File: src/rtl/mcu_pkg.sv
// Shared types and constants for the MCU instruction-cycle sequencer.
// Includes the Moore decode from sequencer state to datapath control strobes.
package mcu_pkg;

    typedef enum logic [1:0] {
        INIT  = 2'b00,
        FETCH = 2'b01,
        EXEC  = 2'b10,
        INTR  = 2'b11
    } state_t;

    localparam logic [1:0] PC_MUX_FROM_IR = 2'b00;
    localparam logic [1:0] PC_MUX_VECTOR  = 2'b10;
    localparam logic [1:0] SCR_ADDR_SP_M1 = 2'b11;

    typedef struct packed {
        logic       mcu_rst;
        logic       ir_ld;
        logic       pc_inc;
        logic       exec_en;
        logic       int_pc_ld;
        logic [1:0] pc_mux_sel;
        logic       sp_decr;
        logic       scr_we;
        logic [1:0] scr_addr_sel;
        logic       scr_data_sel;
        logic       flg_shad_ld;
    } ctrl_t;

    function automatic ctrl_t decode_ctrl(input state_t st);
        ctrl_t c;
        c = '0;
        c.pc_mux_sel = PC_MUX_FROM_IR;
        case (st)
            INIT:  c.mcu_rst = 1'b1;
            FETCH: begin
                c.ir_ld  = 1'b1;
                c.pc_inc = 1'b1;
            end
            EXEC:  c.exec_en = 1'b1;
            INTR: begin
                // Interrupt entry: push PC at SP-1, shadow flags, jump to vector
                c.int_pc_ld    = 1'b1;
                c.pc_mux_sel   = PC_MUX_VECTOR;
                c.sp_decr      = 1'b1;
                c.scr_we       = 1'b1;
                c.scr_addr_sel = SCR_ADDR_SP_M1;
                c.scr_data_sel = 1'b1;
                c.flg_shad_ld  = 1'b1;
            end
            default: c.mcu_rst = 1'b1;
        endcase
        return c;
    endfunction

endpackage

File: src/rtl/mcu_sequencer_if.sv
// Decoder/datapath control bundle of the sequencer.
// master = sequencer side, slave = decoder/datapath side.
interface mcu_sequencer_if;
    import mcu_pkg::*;

    logic       I_SET;
    logic       I_CLR;
    logic       MCU_RST;
    logic       IR_LD;
    logic       PC_INC;
    logic       EXEC_EN;
    logic       INT_PC_LD;
    logic [1:0] PC_MUX_SEL;
    logic       SP_DECR;
    logic       SCR_WE;
    logic [1:0] SCR_ADDR_SEL;
    logic       SCR_DATA_SEL;
    logic       FLG_SHAD_LD;
    logic       I_FLAG;
    logic       INT_PEND;
    logic [1:0] STATE;
    logic [9:0] INT_VECTOR;

    modport master (
        input  I_SET, I_CLR,
        output MCU_RST, IR_LD, PC_INC, EXEC_EN, INT_PC_LD, PC_MUX_SEL,
               SP_DECR, SCR_WE, SCR_ADDR_SEL, SCR_DATA_SEL, FLG_SHAD_LD,
               I_FLAG, INT_PEND, STATE, INT_VECTOR
    );

    modport slave (
        output I_SET, I_CLR,
        input  MCU_RST, IR_LD, PC_INC, EXEC_EN, INT_PC_LD, PC_MUX_SEL,
               SP_DECR, SCR_WE, SCR_ADDR_SEL, SCR_DATA_SEL, FLG_SHAD_LD,
               I_FLAG, INT_PEND, STATE, INT_VECTOR
    );

endinterface

File: src/rtl/int_sync.sv
// Multi-flop synchronizer for the asynchronous INT line followed by a
// rising-edge detector; INT_RISE is a single-cycle pulse.
module int_sync #(
    parameter int SYNC_STAGES = 2
) (
    input  logic CLK,
    input  logic RESET_N,
    input  logic INT,
    output logic INT_RISE
);

    // Fewer than two flops is not a safe synchronizer, so clamp the depth
    localparam int N = (SYNC_STAGES < 2) ? 2 : SYNC_STAGES;

    logic [N-1:0] sync_q;
    logic         edge_q;

    always_ff @(posedge CLK or negedge RESET_N) begin
        if (!RESET_N) begin
            sync_q <= '0;
            edge_q <= 1'b0;
        end else begin
            sync_q <= {sync_q[N-2:0], INT};
            edge_q <= sync_q[N-1];
        end
    end

    assign INT_RISE = sync_q[N-1] & ~edge_q;

endmodule

File: src/rtl/mcu_sequencer.sv
// INIT/FETCH/EXEC/INTR instruction-cycle sequencer with interrupt-enable flag,
// sticky pending-interrupt capture and registered Moore control outputs.
module mcu_sequencer
    import mcu_pkg::*;
#(
    parameter logic [9:0] VECTOR      = 10'h3FF,
    parameter int         SYNC_STAGES = 2
) (
    input  logic            CLK,
    input  logic            RESET_N,
    input  logic            INT,
    mcu_sequencer_if.master bus
);

    state_t state_q;
    state_t state_nxt;
    ctrl_t  ctrl_q;
    logic   i_flag_q;
    logic   int_pend_q;
    logic   int_rise;

    int_sync #(.SYNC_STAGES(SYNC_STAGES)) u_int_sync (
        .CLK      (CLK),
        .RESET_N  (RESET_N),
        .INT      (INT),
        .INT_RISE (int_rise)
    );

    always_comb begin
        state_nxt = INIT;
        case (state_q)
            INIT:    state_nxt = FETCH;
            FETCH:   state_nxt = EXEC;
            // Decision uses the enable flag as registered before this EXEC
            EXEC:    state_nxt = (int_pend_q && i_flag_q) ? INTR : FETCH;
            INTR:    state_nxt = FETCH;
            default: state_nxt = INIT;
        endcase
    end

    // Outputs are decoded from the next state so they stay aligned with STATE
    always_ff @(posedge CLK or negedge RESET_N) begin
        if (!RESET_N) begin
            state_q    <= INIT;
            ctrl_q     <= decode_ctrl(INIT);
            i_flag_q   <= 1'b0;
            int_pend_q <= 1'b0;
        end else begin
            state_q <= state_nxt;
            ctrl_q  <= decode_ctrl(state_nxt);

            if (state_q == INTR || state_nxt == INTR) begin
                i_flag_q <= 1'b0;
            end else if (state_q == EXEC) begin
                if (bus.I_CLR) begin
                    i_flag_q <= 1'b0;
                end else if (bus.I_SET) begin
                    i_flag_q <= 1'b1;
                end
            end

            // A fresh edge beats the clear on INTR exit
            if (int_rise) begin
                int_pend_q <= 1'b1;
            end else if (state_q == INTR) begin
                int_pend_q <= 1'b0;
            end
        end
    end

    assign bus.STATE        = state_q;
    assign bus.MCU_RST      = ctrl_q.mcu_rst;
    assign bus.IR_LD        = ctrl_q.ir_ld;
    assign bus.PC_INC       = ctrl_q.pc_inc;
    assign bus.EXEC_EN      = ctrl_q.exec_en;
    assign bus.INT_PC_LD    = ctrl_q.int_pc_ld;
    assign bus.PC_MUX_SEL   = ctrl_q.pc_mux_sel;
    assign bus.SP_DECR      = ctrl_q.sp_decr;
    assign bus.SCR_WE       = ctrl_q.scr_we;
    assign bus.SCR_ADDR_SEL = ctrl_q.scr_addr_sel;
    assign bus.SCR_DATA_SEL = ctrl_q.scr_data_sel;
    assign bus.FLG_SHAD_LD  = ctrl_q.flg_shad_ld;
    assign bus.I_FLAG       = i_flag_q;
    assign bus.INT_PEND     = int_pend_q;
    assign bus.INT_VECTOR   = VECTOR;

endmodule

File: src/flat_wrapper.sv
// flat-port wrapper written by rule: the top's interface ports become plain ports
module mcu_sequencer_flat import mcu_pkg::*;
#(
    parameter logic [9:0] VECTOR      = 10'h3FF,
    parameter int         SYNC_STAGES = 2
)
  (CLK, RESET_N, INT, bus_I_SET, bus_I_CLR, bus_MCU_RST, bus_IR_LD, bus_PC_INC, bus_EXEC_EN, bus_INT_PC_LD, bus_PC_MUX_SEL, bus_SP_DECR, bus_SCR_WE, bus_SCR_ADDR_SEL, bus_SCR_DATA_SEL, bus_FLG_SHAD_LD, bus_I_FLAG, bus_INT_PEND, bus_STATE, bus_INT_VECTOR);
  mcu_sequencer_if bus_i ();
  input  logic CLK;
  input  logic RESET_N;
  input  logic INT;
  input wire logic [$bits(bus_i.I_SET)-1:0] bus_I_SET;
  input wire logic [$bits(bus_i.I_CLR)-1:0] bus_I_CLR;
  output wire logic [$bits(bus_i.MCU_RST)-1:0] bus_MCU_RST;
  output wire logic [$bits(bus_i.IR_LD)-1:0] bus_IR_LD;
  output wire logic [$bits(bus_i.PC_INC)-1:0] bus_PC_INC;
  output wire logic [$bits(bus_i.EXEC_EN)-1:0] bus_EXEC_EN;
  output wire logic [$bits(bus_i.INT_PC_LD)-1:0] bus_INT_PC_LD;
  output wire logic [$bits(bus_i.PC_MUX_SEL)-1:0] bus_PC_MUX_SEL;
  output wire logic [$bits(bus_i.SP_DECR)-1:0] bus_SP_DECR;
  output wire logic [$bits(bus_i.SCR_WE)-1:0] bus_SCR_WE;
  output wire logic [$bits(bus_i.SCR_ADDR_SEL)-1:0] bus_SCR_ADDR_SEL;
  output wire logic [$bits(bus_i.SCR_DATA_SEL)-1:0] bus_SCR_DATA_SEL;
  output wire logic [$bits(bus_i.FLG_SHAD_LD)-1:0] bus_FLG_SHAD_LD;
  output wire logic [$bits(bus_i.I_FLAG)-1:0] bus_I_FLAG;
  output wire logic [$bits(bus_i.INT_PEND)-1:0] bus_INT_PEND;
  output wire logic [$bits(bus_i.STATE)-1:0] bus_STATE;
  output wire logic [$bits(bus_i.INT_VECTOR)-1:0] bus_INT_VECTOR;
  assign bus_i.I_SET = bus_I_SET;
  assign bus_i.I_CLR = bus_I_CLR;
  assign bus_MCU_RST = bus_i.MCU_RST;
  assign bus_IR_LD = bus_i.IR_LD;
  assign bus_PC_INC = bus_i.PC_INC;
  assign bus_EXEC_EN = bus_i.EXEC_EN;
  assign bus_INT_PC_LD = bus_i.INT_PC_LD;
  assign bus_PC_MUX_SEL = bus_i.PC_MUX_SEL;
  assign bus_SP_DECR = bus_i.SP_DECR;
  assign bus_SCR_WE = bus_i.SCR_WE;
  assign bus_SCR_ADDR_SEL = bus_i.SCR_ADDR_SEL;
  assign bus_SCR_DATA_SEL = bus_i.SCR_DATA_SEL;
  assign bus_FLG_SHAD_LD = bus_i.FLG_SHAD_LD;
  assign bus_I_FLAG = bus_i.I_FLAG;
  assign bus_INT_PEND = bus_i.INT_PEND;
  assign bus_STATE = bus_i.STATE;
  assign bus_INT_VECTOR = bus_i.INT_VECTOR;
  mcu_sequencer #(.VECTOR(VECTOR), .SYNC_STAGES(SYNC_STAGES)) u_core (.CLK(CLK), .RESET_N(RESET_N), .INT(INT), .bus(bus_i));
endmodule
File: config.mk
export PLATFORM = sky130hd
export DESIGN_NAME = mcu_sequencer_flat
export DESIGN_NICKNAME = d
export VERILOG_FILES = /design/src/rtl/mcu_pkg.sv /design/src/rtl/mcu_sequencer_if.sv /design/src/rtl/int_sync.sv /design/src/rtl/mcu_sequencer.sv /design/src/flat_wrapper.sv
export SDC_FILE = /design/constraint.sdc
export NUM_CORES = 1
export LEC_CHECK = 0
export BUFFER_PORTS_ARGS = -buffer_cell sky130_fd_sc_hd__clkbuf_2
export CORE_ASPECT_RATIO = 1.2
export CORE_MARGIN = 10
export CORE_UTILIZATION = 30
export DETAILED_ROUTE_END_ITERATION = 7
export SKIP_CTS_REPAIR_TIMING = 1
export SYNTH_ARGS = -nofsm -noshare
export SYNTH_HDL_FRONTEND = slang
export SYNTH_SLANG_ARGS = --single-unit
File: constraint.sdc
create_clock -name CLK -period 1.7 [get_ports CLK]
set_clock_uncertainty 0.2 [all_clocks]
set_input_delay 0.17 -clock CLK [delete_from_list [all_inputs] [get_ports CLK]]
set_output_delay 0.17 -clock CLK [all_outputs]
set_load 0.005 [all_outputs]
# Yosys cells after proc, flatten, opt, wreduce, memory -nomap -nowiden
# Cells that the tools add are included.
dict set report word_totals {
  regBits 20
  elab_cells 45
}
dict set report classes {
  n_eq_ne 6
  muxes 12
  bitwise 2
  reduce_logical 9
}
# operator n
set ops {}
lappend ops {{two-way mux 9 bit} 1}
lappend ops {{== test 2 bit (second input constant)} 4}
lappend ops {{two-way mux 1 bit} 8}
lappend ops {{one-hot mux 2 bit (3 select lines)} 1}
lappend ops {{== test 2 x 1 -> 1 bit (second input constant)} 2}
lappend ops {{zero test 2 bit} 2}
lappend ops {{two-way mux 2 bit} 2}
lappend ops {{nonzero test 2 bit} 2}
lappend ops {{nonzero test 3 bit} 1}
lappend ops {{AND reduction 2 bit} 1}
lappend ops {{OR reduction 2 bit} 1}
lappend ops {{bitwise AND 1 bit} 1}
lappend ops {{logical AND 1 bit} 1}
lappend ops {{logical OR 1 bit} 1}
lappend ops {{NOT 1 bit} 1}

# Depth between registers and ports, before layout
dict set report logic_depth {
  word_depth 7
  depth_mapped 5
  mapped_depth_nobuf 5
}

# Modules after synthesis
# A second synthesis with hierarchy kept.
dict set report hier_totals {
  hier_cells 51
  area_unflattened_um2 559.3
}
# module instances cells_per_inst area_each_um2 seq_area_each_um2
set by_module_without_submodules {}
lappend by_module_without_submodules {mcu_sequencer 1 47 470.5 201.4}
lappend by_module_without_submodules {int_sync 1 4 88.8 75.1}

# Worst setup path before layout
# Ideal clock, no wire load.
dict set report synth_path {
  path_kind {reg2reg}
  from {register u_core.state_q[0] (netlist: u_core.bus.STATE[0])}
  to {register u_core.i_flag_q (netlist: u_core.bus.I_FLAG)}
  setup_time_ns 0.104
  arrival_ns 1.266
  required_ns 1.396
  setup_slack_ns 0.130
  path_stages_with_launch 6
  path_buffers 0
  period_less_slack_ns 1.570
  path_cell_list {dfrtp_1 -> inv_1 -> ha_1 -> or2_1 -> a21boi_1 -> a221oi_1}
}
dict set report synth_between {
  elab_chain_len 7
}
# element line
set synth_lines {}
lappend synth_lines {{start, declared} mcu_sequencer.sv:15} ;# state_t state_q;
lappend synth_lines {{start signal, assigned} mcu_sequencer.sv:49} ;# state_q <= state_nxt;
lappend synth_lines {{== test 2 bit / zero test 2 bit (equally long branches)} {mcu_sequencer.sv:31, mcu_sequencer.sv:52}}
lappend synth_lines {{OR reduction 2 bit (no source line)} n/a}
lappend synth_lines {{one-hot mux 2 bit (3 select lines)} mcu_sequencer.sv:31} ;# case (state_q)
lappend synth_lines {{== test 2 bit} mcu_sequencer.sv:52} ;# if (state_q == INTR || state_nxt == INTR) begin
lappend synth_lines {{logical OR 1 bit} mcu_sequencer.sv:52}
lappend synth_lines {{nonzero test 3 bit (no source line) / nonzero test 2 bit (equally long branches)} n/a}
lappend synth_lines {{AND reduction 2 bit (no source line)} n/a}
lappend synth_lines {{end signal, assigned} mcu_sequencer.sv:53} ;# i_flag_q <= 1'b0;
lappend synth_lines {{end signal, assigned} mcu_sequencer.sv:56} ;# i_flag_q <= 1'b0;
lappend synth_lines {{end signal, assigned} mcu_sequencer.sv:58} ;# i_flag_q <= 1'b1;
lappend synth_lines {{end, declared} mcu_sequencer.sv:18} ;# logic i_flag_q;
# Parallel ways exist; a longest one is shown, timed or not.
# A chain may end at the register's enable or synchronous reset.

# Worst setup path after layout
# Same ends and word-level chain as after synthesis.

==> metrics.txt <==
crit end category=flop; crit-path max FO=5; Final HPWL DP=859.1 µm; Post-synth top cells=19 x buf_4, 10 x dfrtp_1, 5 x inv_1, 3 x ha_1; vias in the first global route=359; Internal=714.5 µW; H-Tree Depth=1; slowest CP cell=dfrtp_1; status=complete, no violations; die width=59.02 µm; CTS tree=yes; register bit total from synthesis=11; r2r endpoint=u_core.bus.I_FLAG; final count of pins violating max slew=0; startpoint types=flop; worst path cell trace=inv_1, ha_2, or2_1, a21boi_1, a221oi_1; antenna diode count=0; Mapped Area=548.0 µm²; number of CTS-inserted buffers=3; Routed Antenna Nets=0; WL/cell=11.69 µm; post-layout min period=1.589 ns; setup TNS=0 ns; GRT busiest layer=met2; ys flop type=dfrtp_1; Crit Path Class=reg -> reg; unrepaired setup endpoints after global routing=no; Vias=340; area leader, netlist=dfrtp_1; GR Util met2=0.07763; layout cell share with drive strength beyond 1=0.3803; Filler cells=187; CP peak stage delay=0.41 ns; Post-Route WL=1.040 mm; ys async rst share=1.000; Yosys cell types=16; die area=3943 µm²; drt pass-1 iters=1; area of the multi-input gates=146.4 µm²; M1 GR Usage=0.04995; Starting Density=0.3259; clk sinks=11; post-synthesis sequential area ratio=0.5046; DRC violations left=0; Clk pwr share=0.156; reg-to-reg critical path startpoint=u_core.bus.STATE[0]; Logic pwr share=0.450; Final nets=80; Top Ports=32; CP arrival=1.56 ns; reg2reg setup slack=0.11 ns; Syn Inst Count=51; Clock Path Buffers=2; Area growth syn-to-layout=17.81%; Worst R2R Path Depth=5; Worst EP required=1.67 ns; Yosys warning total=0; Die H=66.82 µm; 1st-iter DRT viols=0; number of synthesized flops with an enable pin=0; max frequency=0.6291 GHz; Yosys top cell area share=0.4566; Core Area=1682 µm²; clk_lat worst skew=0.27 ns; sw frac=0.3570; initial antenna violation count=0; Final setup viols=0; grt total ovfl=0; FP Rows=16; Tcrit/Tclk final=0.9350; final setup margin=0.1105 ns; sequential share of power=0.393; All-Layer GR Usage=0.05636; Placer Congestion=0.6736; hold slack=0.09822 ns; Port-buffer cells=20; worst hold path type=in -> async; Post-Place Setup Slack=0.06200 ns; Synth area leaders=dfrtp_1 46%, buf_4 26%, ha_1 6.8%; syn_area_per_cell=10.75 µm²; Final Hold Fails=0; clock slew at reported path FFs=0.07 ns; sequential cell area=276.5 µm²; Vias/cell=3.820; Leak Pwr=0.0003601 µW; pin count of the biggest net entering global routing=12; top-count cell post-synth=buf_4; Power Density=1721 nW/µm²; M3 GR Usage=0.04744; clock root buffer=clkbuf_4; first-pass GRT wire length=1.649 mm; max_cap viols=0; Sw Pwr=396.7 µW; VDD IR max=758.6 µV
routing by layer:
metal / part of all wire / vias up
met1: 0.36 / 149
met5: 0 / -
met2: 0.46 / 19
met4: 0.020 / 0
met3: 0.16 / 4
li1: - / 168
worst max-delay path, delay by kind of cell, from the launching register on:
| family | cells | cell delay (ns) |
|---|---|---|
| flip-flops | 1 | 0.41 |
| adder cells (fa/ha/maj) | 1 | 0.20 |
| AO/OA/AOI/OAI | 2 | 0.37 |
| buffers and inverters | 1 | 0.08 |
| AND/OR/NAND/NOR | 1 | 0.25 |
final cells by class:
cell class,instances,area share
Multi-Input combinational cell,25,0.2267
Tap cell,18,0.03488
Timing Repair Buffer,26,0.2403
Clock buffer,4,0.04070
Inverter,5,0.02907
Sequential cell,11,0.4283
cell usage in the layout (no fill, tap or decap), drive strengths merged:
master,count
a21boi,1
a21oi,1
a221oi,1
and2,1
buf,2
clkbuf,24
conb,11
dfrtp,10
dfstp,1
dlygate4sd3,4
ha,3
inv,5
nand3,1
nor2,2
o211ai,1
o21ai,1
o22ai,1
or2,1
power groups by stage:
stage	logic, µW	clock network, µW	registers [µW]
after floorplan	337	0	444
after global placement	484	0	437
after detailed placement	489	0	442
after CTS	491	185	440
after global routing	578	202	455
final	501	174	437
kinds of logic (layout without fill, tap and decap cells):
family,after synthesis,count (layout),synth area share
buffers and inverters,24,35,0.2945
flip-flops,11,11,0.5046
AO/OA/AOI/OAI,6,6,0.07306
AND/OR/NAND/NOR,5,5,0.04567
adder cells (fa/ha/maj),3,3,0.06850
other,2,11,0.01370
through the flow:
step | std cells | utilization | total power [µW] | area (µm²)
detailed placement | 80 | 0.3385 | 931.2 | 569.3
floorplan | 60 | - | 781.3 | 581.8
CTS | 84 | 0.3542 | 1115 | 595.6
global route | 89 | 0.3839 | 1236 | 645.6
global placement | 80 | 0.3385 | 921.9 | 569.3
finish | 89 | 0.3839 | 1111 | 645.6
sequential cells by signal, indices dropped and copies added (netlist names):
name / count
u_core.bus.IR_LD: 1
u_core.bus.SCR_ADDR_SEL: 1
u_core.bus.EXEC_EN: 1
u_core.u_int_sync.sync_q: 2
u_core.u_int_sync.edge_q: 1
u_core.bus.MCU_RST: 1
u_core.bus.I_FLAG: 1
u_core.bus.INT_PEND: 1
u_core.bus.STATE: 2
worst max path at each step:
stage,slack (ns),to,start
detailed placement,0.06,u_core.bus.I_FLAG,u_core.bus.STATE[0]
CTS,0.05,u_core.bus.I_FLAG,u_core.bus.STATE[0]
global placement,0.11,u_core.bus.I_FLAG,u_core.bus.STATE[0]
finish,0.11,u_core.bus.I_FLAG,u_core.bus.STATE[0]
floorplan,0.13,u_core.bus.I_FLAG,u_core.bus.STATE[0]
global route,0.02,u_core.bus.I_FLAG,u_core.bus.STATE[0]
Power figures use the tool's default switching activity.
